==> config.mk <==
export PLATFORM = sky130hd
export DESIGN_NAME = jump_control_unit
export DESIGN_NICKNAME = d
export VERILOG_FILES = /design/src/rtl/jump_ctrl_pkg.sv /design/src/rtl/sat_counter.sv /design/src/rtl/jump_control_unit.sv
export SDC_FILE = /design/constraint.sdc
export NUM_CORES = 1
export LEC_CHECK = 0
export CORE_ASPECT_RATIO = 1.5
export CORE_MARGIN = 2
export CORE_UTILIZATION = 30
export DETAILED_ROUTE_END_ITERATION = 16
export PLACE_DENSITY = 0.63
export SYNTH_ARGS = -nofsm -noshare
export SYNTH_HDL_FRONTEND = slang
export SYNTH_SLANG_ARGS = --single-unit
export TNS_END_PERCENT = 5
==> constraint.sdc <==
create_clock -name clk -period 2.24 [get_ports clk]
set_clock_uncertainty 0.2 [all_clocks]
set_input_delay 0.448 -clock clk [delete_from_list [all_inputs] [get_ports clk]]
set_output_delay 0.448 -clock clk [all_outputs]
set_load 0.03 [all_outputs]
==> src/rtl/jump_ctrl_pkg.sv <==
// Shared types and helpers for the jump control unit.
//   state_t      : sequencer states (IDLE, WAIT)
//   jump_kind_t  : decoded jump in ID after priority resolution
//   encode_jump  : priority encoder JumpI > JumpCI > JumpCD
//   multi_jump   : true when two or more jump inputs are high together
package jump_ctrl_pkg;

  typedef enum logic [0:0] {
    IDLE = 1'b0,
    WAIT = 1'b1
  } state_t;

  typedef enum logic [1:0] {
    J_NONE   = 2'd0,
    J_UNCOND = 2'd1,
    J_EQ     = 2'd2,
    J_NE     = 2'd3
  } jump_kind_t;

  function automatic jump_kind_t encode_jump(input logic ji, input logic jci, input logic jcd);
    jump_kind_t kind;
    if (ji) begin
      kind = J_UNCOND;
    end else if (jci) begin
      kind = J_EQ;
    end else if (jcd) begin
      kind = J_NE;
    end else begin
      kind = J_NONE;
    end
    return kind;
  endfunction

  function automatic logic multi_jump(input logic ji, input logic jci, input logic jcd);
    return (ji & jci) | (ji & jcd) | (jci & jcd);
  endfunction

endpackage

==> src/rtl/sat_counter.sv <==
// Saturating up-counter.
//   clk, rst_n : clock and asynchronous active-low reset (clears to 0)
//   inc        : increment by one this cycle (ignored once all-ones)
//   count      : current value
module sat_counter #(
  parameter int W = 16
) (
  input  logic         clk,
  input  logic         rst_n,
  input  logic         inc,
  output logic [W-1:0] count
);

  localparam logic [W-1:0] ALL_ONES = {W{1'b1}};

  // Count register; sticks at all-ones instead of wrapping.
  always_ff @(posedge clk or negedge rst_n) begin
    if (!rst_n) begin
      count <= {W{1'b0}};
    end else if (inc && (count != ALL_ONES)) begin
      count <= count + W'(1);
    end else begin
      count <= count;
    end
  end

endmodule

==> src/rtl/jump_control_unit.sv <==
// Control-flow sequencer for the ID stage.
// Resolves jumps in ID, holding conditional jumps while the Z flag is still
// being produced in EX/MEM, and drives PC-select plus stall/flush controls.
//   clk, rst_n                : clock, asynchronous active-low reset
//   JumpI_D/JumpCI_D/JumpCD_D : jump flags of the instruction in ID
//   FlagWriteE/FlagWriteM     : a flag write is still in flight
//   FlagZ                     : committed Z flag
//   MemStall                  : global freeze from the memory system
//   PCSource                  : select the jump target as next PC
//   StallF/StallD             : hold PC / IF-ID register
//   FlushD/FlushE             : clear IF-ID / bubble into ID-EX
//   JumpCount/TakenCount      : saturating jump statistics
//   MultiErr/TimeoutErr       : sticky error flags
module jump_control_unit
  import jump_ctrl_pkg::*;
#(
  parameter int CNT_W    = 16,
  parameter int MAX_WAIT = 4
) (
  input  logic             clk,
  input  logic             rst_n,
  input  logic             JumpI_D,
  input  logic             JumpCI_D,
  input  logic             JumpCD_D,
  input  logic             FlagWriteE,
  input  logic             FlagWriteM,
  input  logic             FlagZ,
  input  logic             MemStall,
  output logic             PCSource,
  output logic             StallF,
  output logic             StallD,
  output logic             FlushD,
  output logic             FlushE,
  output logic [CNT_W-1:0] JumpCount,
  output logic [CNT_W-1:0] TakenCount,
  output logic             MultiErr,
  output logic             TimeoutErr
);

  // One extra count value lets the counter park just past MAX_WAIT.
  localparam int WCNT_W = $clog2(MAX_WAIT + 2);
  localparam logic [WCNT_W-1:0] WAIT_LIMIT = WCNT_W'(MAX_WAIT);
  localparam logic [WCNT_W-1:0] WAIT_SAT   = WCNT_W'(MAX_WAIT + 1);

  state_t            state_r;
  state_t            state_next_s;
  jump_kind_t        kind_s;
  logic              busy_s;
  logic              hold_s;
  logic              resolve_s;
  logic              taken_s;
  logic              inc_jump_s;
  logic              inc_taken_s;
  logic [WCNT_W-1:0] wait_cnt_r;

  // Decode the jump in ID and decide hold / resolve / direction.
  always_comb begin
    kind_s    = encode_jump(JumpI_D, JumpCI_D, JumpCD_D);
    busy_s    = FlagWriteE | FlagWriteM;
    hold_s    = ((kind_s == J_EQ) || (kind_s == J_NE)) && busy_s;
    resolve_s = (kind_s != J_NONE) && !hold_s;
    case (kind_s)
      J_UNCOND: taken_s = 1'b1;
      J_EQ:     taken_s = FlagZ;
      J_NE:     taken_s = !FlagZ;
      default:  taken_s = 1'b0;
    endcase
  end

  // State register.
  always_ff @(posedge clk or negedge rst_n) begin
    if (!rst_n) begin
      state_r <= IDLE;
    end else begin
      state_r <= state_next_s;
    end
  end

  // Next state: WAIT exactly while a conditional jump is held on a busy flag.
  // If the jump vanishes from ID during WAIT we fall back to IDLE unresolved.
  always_comb begin
    state_next_s = state_r;
    if (MemStall) begin
      state_next_s = state_r;
    end else begin
      case (state_r)
        IDLE:    state_next_s = hold_s ? WAIT : IDLE;
        WAIT:    state_next_s = hold_s ? WAIT : IDLE;
        default: state_next_s = IDLE;
      endcase
    end
  end

  // Control outputs; reset forces them low so a mid-wait reset is silent.
  always_comb begin
    PCSource = 1'b0;
    StallF   = 1'b0;
    StallD   = 1'b0;
    FlushD   = 1'b0;
    FlushE   = 1'b0;
    if (!rst_n) begin
      PCSource = 1'b0;
    end else if (MemStall) begin
      StallF = 1'b1;
      StallD = 1'b1;
    end else if (hold_s) begin
      StallF = 1'b1;
      StallD = 1'b1;
      FlushE = 1'b1;
    end else if (resolve_s) begin
      PCSource = taken_s;
      FlushD   = taken_s;
    end else begin
      PCSource = 1'b0;
    end
  end

  // Wait counter: number of stall cycles spent on the current flag wait.
  always_ff @(posedge clk or negedge rst_n) begin
    if (!rst_n) begin
      wait_cnt_r <= {WCNT_W{1'b0}};
    end else if (MemStall) begin
      wait_cnt_r <= wait_cnt_r;
    end else if (hold_s && (state_r == IDLE)) begin
      wait_cnt_r <= WCNT_W'(1);
    end else if (hold_s && (wait_cnt_r != WAIT_SAT)) begin
      wait_cnt_r <= wait_cnt_r + WCNT_W'(1);
    end else if (hold_s) begin
      wait_cnt_r <= wait_cnt_r;
    end else begin
      wait_cnt_r <= {WCNT_W{1'b0}};
    end
  end

  // Sticky error flags; the timeout only reports, it never forces resolution.
  always_ff @(posedge clk or negedge rst_n) begin
    if (!rst_n) begin
      MultiErr   <= 1'b0;
      TimeoutErr <= 1'b0;
    end else if (MemStall) begin
      MultiErr   <= MultiErr;
      TimeoutErr <= TimeoutErr;
    end else begin
      MultiErr   <= MultiErr | multi_jump(JumpI_D, JumpCI_D, JumpCD_D);
      TimeoutErr <= TimeoutErr |
                    (hold_s && (state_r == WAIT) && (wait_cnt_r >= WAIT_LIMIT));
    end
  end

  assign inc_jump_s  = resolve_s && !MemStall;
  assign inc_taken_s = inc_jump_s && taken_s;

  sat_counter #(.W(CNT_W)) u_jump_cnt (
    .clk   (clk),
    .rst_n (rst_n),
    .inc   (inc_jump_s),
    .count (JumpCount)
  );

  sat_counter #(.W(CNT_W)) u_taken_cnt (
    .clk   (clk),
    .rst_n (rst_n),
    .inc   (inc_taken_s),
    .count (TakenCount)
  );

endmodule
After elaboration in Yosys (flattened, before gate mapping)
Cells that the tools add are included.

word-level totals
  input bits = 9
  register bits = 38
  output and inout bits = 39
  logic and storage cells = 59

operators by class
  muxes and demuxes = 16
  reductions and logical operators = 16
  bitwise gates (word level) = 10
  equality and inequality tests = 7
  order comparisons = 1
  add/sub/neg operators = 3

operators by type and width
  operator                                              count
  adder 16 x 1 -> 16 bit (second input constant)        2
  != test 16 bit (second input constant)                2
  logical AND 1 bit                                     10
  two-way mux 1 bit                                     9
  two-way mux 3 bit                                     3
  two-way mux 2 bit                                     3
  OR 1 bit                                              5
  equality test 2 bit (second input constant)           2
  adder 3 x 1 -> 3 bit (second input constant)          1
  bitwise AND 1 bit                                     3
  >= comparator 3 bit (second input constant)           1
  logical NOT 1 bit                                     3
  != test 3 x 1 -> 1 bit (second input constant)        1
  != test 3 bit (second input constant)                 1
  one-hot mux 1 bit (3 select lines)                    1
  equality test 2 x 1 -> 1 bit (second input constant)  1
  NOT 1 bit                                             2
  AND reduction 2 bit                                   1
  nonzero test 2 bit                                    1
  logical OR 1 bit                                      1

Longest topological paths before layout
  word-level depth = 12
  gate-level depth with buffers = 6
  depth with buffers taken out = 6

Cells and area by module
Synthesis repeated with hierarchy kept, for this count alone.

unflattened totals
  cells, all modules = 192
  area, all modules = 2159.6 µm²

modules (own cells, without submodules)
  module                      sequential area each (µm²)  area each (µm²)  cells an instance  times used
  sat_counter at u_jump_cnt   400.4                       884.6            77                 1
  sat_counter at u_taken_cnt  400.4                       859.6            72                 1
  jump_control_unit           150.1                       415.4            43                 1

Worst setup path before layout
Ideal clock, no wire load.

  kind = input port to output port
  from = input port JumpCI_D
  to = output port PCSource
  path slack = -0.244 ns
  path buffers = 2
  stages = 6
  required time = 1.592 ns
  arrival = 1.836 ns
  path through = or2_2 -> a21oi_2 -> nor3_2 -> buf_2 -> and2_1 -> buf_4

between the ends
  word-level cells in the longest chain between the ends = 11
  elaborated cells on any way between the ends = 15
  classes of those cells = eq/ne: 3; mux: 7; reduce/logical: 5

ends and longest elaborated chain
  item                                line                                              RTL
  from (decl)                         jump_control_unit.sv:23                           input logic JumpCI_D,
  two-way mux 2 bit (*)               jump_ctrl_pkg.sv:24                               end else if (jci) begin
  two-way mux 2 bit (*)               jump_ctrl_pkg.sv:22                               if (ji) begin
  equality test 2 bit                 jump_control_unit.sv:60, jump_control_unit.sv:62
  logical OR 1 bit                    jump_control_unit.sv:60                           hold_s = ((kind_s == J_EQ) || (kind_s == J_NE)) && busy_s;
  logical AND 1 bit                   jump_control_unit.sv:60
  logical NOT 1 bit                   jump_control_unit.sv:61                           resolve_s = (kind_s != J_NONE) && !hold_s;
  logical AND 1 bit                   jump_control_unit.sv:61
  two-way mux 1 bit                   --
  two-way mux 1 bit (*) (3 in a row)  --
  to (decl)                           jump_control_unit.sv:29                           output logic PCSource,

Every way passes the cells marked *; elsewhere a longest branch is shown, timed or not.

Worst setup path in the final report
  from = input port JumpCD_D
  to = output port FlushD

between the ends
  word-level cells in the longest chain between the ends = 12
  elaborated cells on any way between the ends = 16
  classes of those cells = eq/ne: 3; mux: 8; reduce/logical: 5

ends and longest elaborated chain
  item                   line                                              RTL
  from (decl)            jump_control_unit.sv:24                           input logic JumpCD_D,
  two-way mux 2 bit (*)  jump_ctrl_pkg.sv:26                               end else if (jcd) begin
  two-way mux 2 bit (*)  jump_ctrl_pkg.sv:24
  two-way mux 2 bit (*)  jump_ctrl_pkg.sv:22
  equality test 2 bit    jump_control_unit.sv:60, jump_control_unit.sv:62
  logical OR 1 bit       jump_control_unit.sv:60
  logical AND 1 bit      jump_control_unit.sv:60
  logical NOT 1 bit      jump_control_unit.sv:61
  logical AND 1 bit      jump_control_unit.sv:61
  two-way mux 1 bit      jump_control_unit.sv:110                          end else if (resolve_s) begin
  two-way mux 1 bit (*)  jump_control_unit.sv:106                          end else if (hold_s) begin
  two-way mux 1 bit (*)  jump_control_unit.sv:103                          end else if (MemStall) begin
  two-way mux 1 bit (*)  jump_control_unit.sv:101                          if (!rst_n) begin
  to (decl)              jump_control_unit.sv:32                           output logic FlushD,

Marked as above.

==> metrics <==
status=complete, no violations; Antenna diodes=0; Reg power frac=41.3%; Worst slew margin=just under 80%; Storage cell area=about 950 um^2; CP Cell Sequence=dlygate4sd2_1, or2_4, a21oi_4, nor3_4, and2_4, buf_6; fin crit period=between 2000 and 2500 ps; Setup crit start kind=input port; top-level I/O count=48; die width=between 60 and 70 um; pin count of the biggest net entering global routing=25; TritonCTS buffer count=5; CTS Sinks=38; RSZ-0062 raised after global routing=no; num rows=35; Hold WC Path Type=reg -> reg; EDFF count, synth=0; Synth area leader=dfrtp_1; sw frac=between 30% and 40%; Worst Hold Path Cells=1; Avg Inst Size Synth=around 10 um^2; crit path max fanout=3; reg-to-reg slack, setup=roughly 250 ps; Clock Pin Slew Worst Setup and Hold Paths=~80 ps; DIE HEIGHT=between 100 and 150 um; max-cap viol count=0; synth unique cells=42; vias per inst=4.89; leakage power=around 1.2 nW; final-report setup violation count=0; area grow syn2layout=42.6%; post-route antenna net violation count=0; actual slew at the worst max-slew pin=roughly 340 ps; HPWL after DPL=between 3000 and 4000 um; Slowest cell on crit path=or2_4; most frequent cells in the layout=dfrtp_1 (38), clkdlybuf4s50_1 (34), xnor2_1 (24); vias in the first global route=around 1600; Setup WS post-layout=around 63 ps; FF+latch count, synth=38; worst slack, placed=-265 ps; Pwr Density=approximately 830 nW/um^2; Net Count, Synth=198; worst r2r dst=u_jump_cnt.count[1]$_DFFE_PN0P_; # DRC=0; Final Net Count=268; Final Cycle Share=a little under 100%; main area contributors after synthesis=dfrtp_1 (49%), xnor2_1 (11%), nand4_1 (5.2%); R2R cell count=6; Seq/Total Area, Yosys=a little under 50%; drt first pass iters=4; hold endpoint=MultiErr$_DFFE_PN0N_; reg-to-reg startpoint=u_jump_cnt.count[1]$_DFFE_PN0P_; CTS tree=done; Root Driver=clkbuf_8; Worst Hold Slack=~260 ps; Filler cells=approximately 640; via count=about 1600; clock latency on the worst-skew pair=roughly 290 ps; CP endpoint kind=output port; share of layout cells above drive strength 1=around 20%; HP Start=MultiErr$_DFFE_PN0N_; Slew Limit Fails=0; first-pass GRT wire length=between 7000 and 8000 um; dominant synthesized flop cell=dfrtp_1; Buf+Inv Stages, Crit Path=2; Final Util=44.5%; Gate power share=between 30 and 40%; drt initial violations=64; clock power share=between 20% and 30%; I/O Buffers=47; footprint of the multi-input gates=approximately 980 um^2; GPL Wtd Cong=a little under 0.8; Net Switching=about 0.0008 W; top-area cell type share of the netlist area=49.0%; maximum VDD drop=roughly 0.66 mV; Max clock buf depth=2; Int Pwr=between 0.001 and 0.0015 W; Critical Path AT=approximately 1500 ps; yosys warns=0; Final Hold Fails=0; CTS H-tree depth=2; mapped cell area=between 1500 and 2000 um^2; WS Path Type=in -> out; commonest non-fill, non-tap cell in the layout=dfrtp_1; fmax=459 MHz; Die ar.=7140 um^2; total track usage=between 10 and 15%; asr flop ratio synth=100%; Worst path max stage delay=roughly 270 ps; initial core utilization=between 30% and 40%; core area=between 6000 and 7000 um^2; final WL=4250 um; grt ovf=0; required time of the critical path=1590 ps; wire per inst=12.9 um; antenna violations before repair=0; Crit path max-delay family=simple AND/OR/NAND/NOR gates; Mapped Cells=185
[cell usage after synthesis (3+ instances only)]
cell      count
nand2b_1      3
and3_1        5
nand2_1      14
a21oi_1       5
ha_1          4
nor2_1       15
inv_1         5
mux2_2        3
nand4_1      16
xnor2_1      24
nand3_1      15
nand3b_1      3
dfrtp_1      38
[power by group through the flow]
stage / Sequential, W / Clock [W] / Combinational, W
after floorplan: 0.00115 / 0 / 0.000219
after global placement: 0.000961 / 0 / 0.000757
after detailed placement: 0.000958 / 0 / 0.000764
after CTS: 0.000950 / 0.000612 / 0.000767
after global routing: 0.000976 / 0.000639 / 0.000813
final: 0.000948 / 0.000592 / 0.000755
[worst max path at each step]
stage,slack [ps],startpoint,cells after the start,to
detailed placement,-270,JumpCD_D,7,StallF
global route,30,JumpCD_D,6,PCSource
floorplan,-50,JumpCI_D,6,PCSource
CTS,20,MemStall,5,StallF
global placement,-240,JumpCI_D,7,StallD
finish,60,JumpCD_D,6,FlushD
[cell families (layout without fill, tap and decap cells)]
| kind of cell | after synthesis | after routing | synth area share [%] |
|---|---|---|---|
| buffers and inverters | 9 | 80 | 2.19 |
| AO/OA/AOI/OAI | 18 | 18 | 6.84 |
| adder cells (fa/ha/maj) | 5 | 5 | 3.10 |
| multiplexers | 5 | 5 | 2.77 |
| AND/OR/NAND/NOR | 85 | 85 | 24.8 |
| flip-flops | 38 | 38 | 49.0 |
| XOR/XNOR | 25 | 25 | 11.3 |
[worst register-to-register path, cell delays in order, from the launching register on]
cell,delay [ps]
dfrtp_1,430
ha_1,220
nand3_1,170
nor4_4,80
a211oi_4,280
buf_4,190
mux2_2,330
[cell type report]
class / instances / area share, %
multi-input cells: 138 / 35.5
well taps: 74 / 3.35
repair buffers: 67 / 22.0
inverters: 5 / 0.678
flip-flops and latches: 38 / 34.4
clock buffers: 5 / 2.49
clock inverters: 3 / 1.63
[metal layers]
| metal | wire (um) | GRT usage (%) | up-vias |
|---|---|---|---|
| li1 | - | - | 798 |
| met4 | 68 | 4.73 | 0 |
| met5 | 0 | 0 | - |
| met1 | 1770 | 14.2 | 777 |
| met3 | 164 | 2.76 | 6 |
| met2 | 2250 | 24.2 | 34 |
[sequential cells by signal, summed over array words and instances (netlist names)]
| register | count |
|---|---|
| state_r | 1 |
| MultiErr | 1 |
| wait_cnt_r | 3 |
| TimeoutErr | 1 |
| u_taken_cnt.count | 16 |
| u_jump_cnt.count | 16 |
[stage by stage]
stage / power, W / TNS [ps] / instances / area [um^2]
2_1_floorplan: 0.00137 / -51.0 / 185 / 1960
3_3_place_gp: 0.00172 / -2590 / 322 / 2630
3_5_place_dp: 0.00172 / -2820 / 322 / 2630
4_1_cts: 0.00233 / 0 / 330 / 2760
5_1_grt: 0.00243 / 0 / 330 / 2770
6_report: 0.00229 / 0 / 330 / 2770
[what timing repair did]
action	CTS	global route
setup endpoints to repair	5	3
resized for setup	14	2
endpoints found under the hold margin	14	0
pin swaps	6	0
buffers inserted	0	0
hold buffers	1	0
Note: power is estimated with default switching activity, not from simulation.
